===== src/rtl/button_press_classifier_pkg.sv =====
// Shared definitions for the button press classifier: FSM state encoding
// and the sizing rule for the single shared press timer.
package button_pkg;

    typedef enum logic [2:0] {
        ST_IDLE           = 3'd0,
        ST_PRESSED        = 3'd1,
        ST_WAIT_SECOND    = 3'd2,
        ST_SECOND_PRESSED = 3'd3,
        ST_LONG_HELD      = 3'd4
    } state_t;

    // Width of the press timer: enough bits for the largest interval plus one,
    // so the terminal value of every interval fits below the saturation point.
    function automatic int timer_width(input int long_c, input int gap_c, input int rep_c);
        int max_c;
        max_c = long_c;
        if (gap_c > max_c) begin
            max_c = gap_c;
        end else begin
            max_c = max_c;
        end
        if (rep_c > max_c) begin
            max_c = rep_c;
        end else begin
            max_c = max_c;
        end
        return $clog2(max_c) + 32'sd1;
    endfunction

endpackage


===== src/rtl/press_timer.sv =====
// Saturating up-counter shared by all FSM states. clear has priority over
// enable; once all ones the count holds until cleared.
module press_timer #(
    parameter int WIDTH = 8
) (
    input  logic             clk,
    input  logic             rst_n,
    input  logic             clear,
    input  logic             enable,
    output logic [WIDTH-1:0] count
);

    localparam logic [WIDTH-1:0] COUNT_MAX = {WIDTH{1'b1}};
    localparam logic [WIDTH-1:0] COUNT_ONE = {{(WIDTH-1){1'b0}}, 1'b1};

    logic [WIDTH-1:0] count_r;

    // Count up each enabled cycle, restart on clear, stick at the maximum.
    always_ff @(posedge clk or negedge rst_n) begin
        if (!rst_n) begin
            count_r <= {WIDTH{1'b0}};
        end else if (clear) begin
            count_r <= {WIDTH{1'b0}};
        end else if (enable && (count_r != COUNT_MAX)) begin
            count_r <= count_r + COUNT_ONE;
        end else begin
            count_r <= count_r;
        end
    end

    assign count = count_r;

endmodule


===== src/rtl/button_press_classifier.sv =====
// Button press classifier: turns debounced press/release pulses into
// short / double / long press pulses.
// Optional feature macro: BUTTON_PRESS_CLASSIFIER_REPEAT_EN adds the
// repeat_press output, pulsing periodically while a long press is held.
module button_press_classifier
    import button_pkg::*;
#(
    parameter int LONG_CYCLES   = 50_000_000,
    parameter int GAP_CYCLES    = 12_500_000,
    parameter int REPEAT_CYCLES = 10_000_000
) (
    input  logic clk,
    input  logic rst_n,
    input  logic pb_down,
    input  logic pb_up,
    output logic short_press,
    output logic double_press,
    output logic long_press,
`ifdef BUTTON_PRESS_CLASSIFIER_REPEAT_EN
    output logic busy,
    output logic repeat_press
`else
    output logic busy
`endif
);

    localparam int TW = timer_width(LONG_CYCLES, GAP_CYCLES, REPEAT_CYCLES);

    // Timer values seen in the last cycle of each interval.
    localparam logic [TW-1:0] LONG_LAST = TW'(LONG_CYCLES - 1);
    localparam logic [TW-1:0] GAP_LAST  = TW'(GAP_CYCLES - 1);
`ifdef BUTTON_PRESS_CLASSIFIER_REPEAT_EN
    localparam logic [TW-1:0] REP_LAST  = TW'(REPEAT_CYCLES - 1);
`endif

    state_t          state_r;
    state_t          state_nxt_s;
    logic [TW-1:0]   timer_s;
    logic            clear_s;
    logic            down_s;
    logic            up_s;
    logic            short_nxt_s;
    logic            double_nxt_s;
    logic            long_nxt_s;
    logic            short_r;
    logic            double_r;
    logic            long_r;
`ifdef BUTTON_PRESS_CLASSIFIER_REPEAT_EN
    logic            rep_fire_s;
    logic            repeat_r;
`endif

    // Simultaneous press and release is contradictory, so both are dropped.
    assign down_s = pb_down & ~pb_up;
    assign up_s   = pb_up & ~pb_down;

    // Next-state and pulse-request decode. An event arriving in the final
    // cycle of an interval wins over the timeout, including a release on the
    // very cycle a long press would otherwise qualify.
    always_comb begin
        state_nxt_s  = state_r;
        short_nxt_s  = 1'b0;
        double_nxt_s = 1'b0;
        long_nxt_s   = 1'b0;
`ifdef BUTTON_PRESS_CLASSIFIER_REPEAT_EN
        rep_fire_s   = 1'b0;
`endif
        case (state_r)
            ST_IDLE: begin
                if (down_s) begin
                    state_nxt_s = ST_PRESSED;
                end else begin
                    state_nxt_s = ST_IDLE;
                end
            end
            ST_PRESSED: begin
                if (up_s) begin
                    state_nxt_s = ST_WAIT_SECOND;
                end else if (timer_s == LONG_LAST) begin
                    state_nxt_s = ST_LONG_HELD;
                    long_nxt_s  = 1'b1;
                end else begin
                    state_nxt_s = ST_PRESSED;
                end
            end
            ST_WAIT_SECOND: begin
                if (down_s) begin
                    state_nxt_s = ST_SECOND_PRESSED;
                end else if (timer_s == GAP_LAST) begin
                    state_nxt_s = ST_IDLE;
                    short_nxt_s = 1'b1;
                end else begin
                    state_nxt_s = ST_WAIT_SECOND;
                end
            end
            ST_SECOND_PRESSED: begin
                if (up_s) begin
                    state_nxt_s  = ST_IDLE;
                    double_nxt_s = 1'b1;
                end else begin
                    state_nxt_s = ST_SECOND_PRESSED;
                end
            end
            ST_LONG_HELD: begin
                if (up_s) begin
                    state_nxt_s = ST_IDLE;
                end else begin
                    state_nxt_s = ST_LONG_HELD;
`ifdef BUTTON_PRESS_CLASSIFIER_REPEAT_EN
                    if (timer_s == REP_LAST) begin
                        rep_fire_s = 1'b1;
                    end else begin
                        rep_fire_s = 1'b0;
                    end
`endif
                end
            end
            default: begin
                state_nxt_s = ST_IDLE;
            end
        endcase
    end

    // The timer restarts on every state change; in repeat mode it also
    // restarts on each repeat pulse so the period stays exact.
`ifdef BUTTON_PRESS_CLASSIFIER_REPEAT_EN
    assign clear_s = (state_nxt_s != state_r) | rep_fire_s;
`else
    assign clear_s = (state_nxt_s != state_r);
`endif

    press_timer #(
        .WIDTH (TW)
    ) u_press_timer (
        .clk    (clk),
        .rst_n  (rst_n),
        .clear  (clear_s),
        .enable (1'b1),
        .count  (timer_s)
    );

    // State register plus registered one-cycle classification pulses.
    always_ff @(posedge clk or negedge rst_n) begin
        if (!rst_n) begin
            state_r  <= ST_IDLE;
            short_r  <= 1'b0;
            double_r <= 1'b0;
            long_r   <= 1'b0;
`ifdef BUTTON_PRESS_CLASSIFIER_REPEAT_EN
            repeat_r <= 1'b0;
`endif
        end else begin
            state_r  <= state_nxt_s;
            short_r  <= short_nxt_s;
            double_r <= double_nxt_s;
            long_r   <= long_nxt_s;
`ifdef BUTTON_PRESS_CLASSIFIER_REPEAT_EN
            repeat_r <= rep_fire_s;
`endif
        end
    end

    assign short_press  = short_r;
    assign double_press = double_r;
    assign long_press   = long_r;
    assign busy         = (state_r != ST_IDLE);
`ifdef BUTTON_PRESS_CLASSIFIER_REPEAT_EN
    assign repeat_press = repeat_r;
`endif

endmodule


===== config.mk =====
export PLATFORM = sky130hd
export DESIGN_NAME = button_press_classifier
export DESIGN_NICKNAME = d
export VERILOG_FILES = /design/src/rtl/button_press_classifier_pkg.sv /design/src/rtl/press_timer.sv /design/src/rtl/button_press_classifier.sv
export SDC_FILE = /design/constraint.sdc
export NUM_CORES = 1
export LEC_CHECK = 0
export CORE_ASPECT_RATIO = 0.7
export CORE_MARGIN = 2
export CORE_UTILIZATION = 54
export DETAILED_ROUTE_END_ITERATION = 8
export PLACE_DENSITY_LB_ADDON = 0.25
export SYNTH_ARGS = -nofsm -noshare
export SYNTH_HDL_FRONTEND = slang
export SYNTH_SLANG_ARGS = --single-unit

===== constraint.sdc =====
create_clock -name clk -period 2.3 [get_ports clk]
set_input_delay 0.23 -clock clk [delete_from_list [all_inputs] [get_ports clk]]
set_output_delay 0.23 -clock clk [all_outputs]
set_load 0.01 [all_outputs]

Word-level counts from Yosys, hierarchy flattened --
Index checks and enable logic that the tools add are counted.
Word-level totals: register bits 33, bits of input ports 4, output and inout port bits 4, word-level logic and storage cells 39
Operators by class: add/subtract/negate cells 1, equal/unequal tests 8, muxes and demuxes 18, bitwise logic cells 4, reduce and logical (&&, ||, !) cells 3
Operators with widths (count):
- $mux W27 | 2
- $add A27 B1 Y27 const B | 1
- $eq A27 B24 Y1 const B | 1
- $eq A27 B26 Y1 const B | 1
- $ne A27 B27 Y1 const B | 1
- $pmux W3 S5 | 1
- $mux W1 | 9
- $mux W3 | 3
- $eq A3 B2 Y1 const B | 2
- $mux W2 | 3
- $eq A3 B1 Y1 const B | 1
- $eq A3 B3 Y1 const B | 1
- $logic_not A3 Y1 | 1
- $ne A3 B3 Y1 | 1
- $reduce_bool A3 Y1 | 1
- $and A1 B1 Y1 | 2
- $not A1 Y1 | 2
- $reduce_bool A2 Y1 | 1

Longest topological paths before layout --
word-level depth 6, depth in mapped cells 7

Modules after synthesis --
From an unflattened synthesis, not the netlist that was laid out.
Second synthesis, totals: cell total of the unflattened synthesis 211, area, all modules 1984.4 um^2
Modules (own cells, without submodules):
- press_timer | times used 1, cells an instance 159, area an instance 1527.7 um^2, sequential area each 675.6 um^2
- button_press_classifier | times used 1, cells an instance 52, area an instance 456.7 um^2, sequential area each 150.1 um^2

Worst setup path after synthesis --
OpenSTA, ideal clock, no wires.
path kind reg2reg, start point register u_press_timer.count_r[0], in the netlist u_press_timer.count[0], end point register u_press_timer.count_r[19], in the netlist u_press_timer.count[19], arrival time 1868 ps, path slack 359 ps, cell stages (with the launch flop) 8, buffers on the path 1, clock period less this slack 1941 ps, path through dfrtp_1 > ha_1 > and4_1 > and4_4 > a211o_1 > buf_6 > or4_4 > a21oi_2
On the way: cells in the longest elaborated chain, start to end 6, elaborated cells on any way between the ends 13, classes of those cells add/sub (1); eq/ne (4); mux (7); reduce/logical (1)
Ends and longest elaborated chain:
- start: declaration | RTL line press_timer.sv:16 | logic [WIDTH-1:0] count_r;
- start signal: assignment | RTL line press_timer.sv:21 | count_r <= {WIDTH{1'b0}};
- start signal: assignment | RTL line press_timer.sv:23 | count_r <= {WIDTH{1'b0}};
- start signal: assignment | RTL line press_timer.sv:25 | count_r <= count_r + COUNT_ONE;
- $eq A27 B26 Y1 or $eq A27 B24 Y1 (tied branches) | RTL line button_press_classifier.sv:79, button_press_classifier.sv:89
- $mux W3 or $mux W2 (tied branches) | RTL line button_press_classifier.sv:79, button_press_classifier.sv:89
- $mux W3 or $mux W2 (tied branches) | RTL line button_press_classifier.sv:77, button_press_classifier.sv:87
- $pmux W3 S5 | RTL line button_press_classifier.sv:68 | case (state_r)
- $ne A3 B3 Y1 | RTL line button_press_classifier.sv:129 | assign clear_s = (state_nxt_s != state_r);
- $mux W27 or $reduce_bool A2 Y1 (tied branches)
Parallel ways exist; a longest one is shown, timed or not. The select of a mux whose other input is x is not followed. A chain may end at the register's enable or synchronous reset.

Final worst setup path --
Same ends and word-level chain as after synthesis.

==> qor.log <==
INFO  run_status     outcome=finished, final reports clean
INFO  detailed_routing antenna_violating_nets_post_route=0
INFO  layout         layout.nets=229
INFO  timing         worst_slew_pin_slew=0.602ns
INFO  grt            gr_layer_usage_met3=5.99%
INFO  timing         drv_slew=0
INFO  setup_path     ff2ff_setup_slack=0.18ns
INFO  floorplan      fp-row-count=18
INFO  clocking       ctsHoldBuffers=0
INFO  setup_path     timing.critical_path.cells=ha_1 > and4_2 > and4_4 > a211o_2 > or4_4 > a21oi_2
INFO  setup_path     r2r-start=u_press_timer.count[0]$_DFFE_PN0P_
INFO  placed_design  post-place-ws=-0.0683ns
INFO  detailed_routing post_drt_via_cell_ratio=6.14
INFO  power          power_per_cell_area=605mW/mm²
INFO  setup_path     critical_path.max_stage_delay=0.44ns
INFO  timing         setup_slack=0.176ns
INFO  layout         layout-drive-gt1-share=14.2%
INFO  detailed_routing drt_iter0_drc=147
INFO  clocking       clk_root_buffer_cell=sky130_fd_sc_hd__clkbuf_8
INFO  synth          portion_of_synthesized_cell_area_occupied_by_the_leading_cell_type=43.0%
INFO  grt            grt-busiest-layer=met1
INFO  synth          yosys-top-cells-area=sky130_fd_sc_hd__dfrtp_1 (43%), sky130_fd_sc_hd__xnor2_1 (5.5%), sky130_fd_sc_hd__nor2_1 (4.9%)
INFO  clocking       clk_latency=0.29ns
INFO  grt            antenna_found_initial=0
INFO  placed_design  routabilityCongestion=0.903
INFO  grt            grt_pass1_wl=6880µm
INFO  layout         num-fill-cells=303
INFO  synth          synthesis.area=0.00192mm²
INFO  detailed_routing drc=0
INFO  setup_path     critPathCaptureType=register
INFO  synth          syn-instance-count=207
INFO  synth          synth.avg_cell_area=9.27µm²
INFO  timing         setup_viol_count_final=0
INFO  floorplan      num_io_pins=8
INFO  setup_path     critical-path-slowest-cell=sky130_fd_sc_hd__or4_4
INFO  synth          yosys_register_bits=33
INFO  placed_design  dp_hpwl=3140µm
INFO  layout         area_delta_synth_final=14.5%
INFO  setup_path     timing_worst_setup_path_type=reg2reg
INFO  timing         largest_clock_skew_in_the_final_design=0.00289ns
INFO  power          leakage=0.850nW
INFO  grt            gr-usage-all-layers=23.5%
INFO  synth          ys_types=45
INFO  layout         mostFrequentLayoutCell=sky130_fd_sc_hd__dfrtp_1
INFO  clocking       clkSlewWorstSetupHoldPaths=0.07ns
INFO  timing         setup-tns-final=0ns
INFO  grt            grt_max_degree=34
INFO  clocking       tritoncts=yes
INFO  setup_path     crit_required=2.52ns
INFO  floorplan      die_x=75.3µm
INFO  min_path       timing.hold.worst.class=in2async
INFO  timing         slew_headroom=59.7%
INFO  synth          synth.yosys.seq_area_share=43.0%
INFO  detailed_routing wirelength=4490µm
INFO  floorplan      initial_utilization=55.3%
INFO  clocking       cts_num_sinks=33
INFO  synth          syn_nets=212
INFO  timing         period_minus_slack=2.12ns
INFO  timing         fmax=471MHz
INFO  power          peak_supply_drop=372µV
INFO  clocking       max_root_sink_buffers=2
INFO  floorplan      design.die.area=0.00405mm²
INFO  detailed_routing vias=1,688
INFO  placed_design  port_buffers=7
INFO  layout         antenna-diode-count=0
INFO  clocking       cts-buffers-inserted=5
INFO  setup_path     critPathMaxFanout=11
INFO  floorplan      design.core.area=0.00347mm²
INFO  synth          yosys.area.top_type=sky130_fd_sc_hd__dfrtp_1
INFO  setup_path     r2r-end=u_press_timer.count[19]$_DFFE_PN0P_
INFO  grt            met2_routing_resource_usage_after_global_routing=32.5%
INFO  job            maxCapViolCount=0
INFO  setup_path     cp-start-kind=register
INFO  timing         unrepaired_setup_endpoints_after_global_routing=false
INFO  detailed_routing route.detailed.wl_per_inst=16.3µm
INFO  floorplan      die_h=53.9µm
INFO  detailed_routing drt_pre_antenna_iters=4
INFO  grt            grt_remaining_overflow=0
INFO  timing         hold_viol=0
INFO  clocking       htree_num_levels=2
INFO  setup_path     critPathArrivalTime=2.35ns
INFO  grt            first_global_vias=1,438
INFO  timing         layout_worst_path_cycle_share=92.3%
INFO  synth          ys_warn_count=0
INFO  layout         most-common-layout-cells=sky130_fd_sc_hd__dfrtp_1 (33), sky130_fd_sc_hd__nor2_1 (25), sky130_fd_sc_hd__nand2_1 (19)
INFO  grt            grtUsageMet1=34.7%
INFO  setup_path     reg2reg_depth=6
==> worst max-delay path by stage <==
stage	endpoint	slack [ns]	depth (start not counted)	from
3_3_place_gp	u_press_timer.count[6]$_DFFE_PN0P_	0.07	6	u_press_timer.count[0]$_DFFE_PN0P_
3_5_place_dp	u_press_timer.count[6]$_DFFE_PN0P_	-0.07	6	pb_down
5_1_grt	u_press_timer.count[17]$_DFFE_PN0P_	0.02	6	u_press_timer.count[0]$_DFFE_PN0P_
4_1_cts	u_press_timer.count[4]$_DFFE_PN0P_	0.002	6	u_press_timer.count[0]$_DFFE_PN0P_
6_report	u_press_timer.count[19]$_DFFE_PN0P_	0.18	6	u_press_timer.count[0]$_DFFE_PN0P_
2_1_floorplan	u_press_timer.count[19]$_DFFE_PN0P_	0.36	7	u_press_timer.count[0]$_DFFE_PN0P_
==> flip-flops by register name, summed over array words and instances, names as in the netlist <==
name	count
double_press	1
long_press	1
short_press	1
state_r	3
u_press_timer.count	27
==> logic make-up (layout without fill, tap and decap cells) <==
| group | count (synthesis) | count (layout) | share of synthesized area [%] |
|---|---|---|---|
| adders and majority gates | 1 | 1 | 0.652 |
| AOI/OAI and AO/OA | 38 | 39 | 13.8 |
| buffers and inverters | 12 | 29 | 3.78 |
| and+or+nand+nor | 109 | 109 | 32.4 |
| DFF | 33 | 33 | 43.0 |
| xor gates and xnor gates | 14 | 14 | 6.39 |
==> synthesized netlist by cell type, drive strengths merged <==
cell and n:
o211ai 2, and2 3, xor2 2, nand2b 2, or4 3, nand2 19, clkbuf 1, and3 4
nand3 11, o21ai 4, and4 5, o31ai 4, a2111oi 4, nor2 25, dfrtp 33, nor4 5
nor4bb 1, nand4 10, nor3 3, buf 6, a21oi 16, a41oi 1, xnor2 12, a211o 1
inv 5, or2 3, a22oi 1, nor2b 3, ha 1, nor3b 2, nand4b 1, nor4b 3
a21o 1, or3 6, a211oi 4
==> worst max-delay path: cells and delay by family (launching register included) <==
family | cells | cell delay (ns)
AO/OA/AOI/OAI | 2 | 0.53
AND/OR/NAND/NOR | 3 | 0.87
adder cells (fa/ha/maj) | 1 | 0.24
flip-flops | 1 | 0.41
==> power by group <==
group          internal, mW  leakage, nW  switching [mW]
logic                 0.115        0.352           0.125
registers             0.618        0.454          0.0490
clock network         0.208       0.0439           0.213
==> what timing repair did <==
action / CTS / global route
endpoints found under the setup margin: 18 / 27
buffers inserted: 0 / 2
pin swaps: 1 / 2
resized for setup: 2 / 1
cloned: 0 / 1
==> final cells by class <==
type | instances | area [µm²] | share of cell area, %
Multi-Input combinational cell | 163 | 1040 | 47.4
Sequential cell | 33 | 826 | 37.6
Timing Repair Buffer | 16 | 163 | 7.40
Clock buffer | 5 | 68.8 | 3.13
Tap cell | 50 | 62.6 | 2.85
Inverter | 5 | 18.8 | 0.854
Clock inverter | 3 | 17.5 | 0.797
==> stage by stage <==
step / util (%) / area [µm²] / std cells / power, mW / hold WS, ns
6_report: 63.3 / 2200 / 275 / 1.33 / 0.332
5_1_grt: 63.3 / 2200 / 275 / 1.40 / 0.378
4_1_cts: 61.8 / 2140 / 272 / 1.29 / 0.352
3_5_place_dp: 59.1 / 2050 / 264 / 0.868 / 0.551
3_3_place_gp: 59.1 / 2050 / 264 / 0.854 / 0.529
2_1_floorplan: - / 1920 / 207 / 0.801 / -0.0656
==> per-layer routing <==
metal  wire, µm  part of all wire (%)
met5          0                     0
met4         72                   1.6
met3        356                   7.9
met2       1890                    42
met1       2170                    48
(Power assumes the default switching activity.)
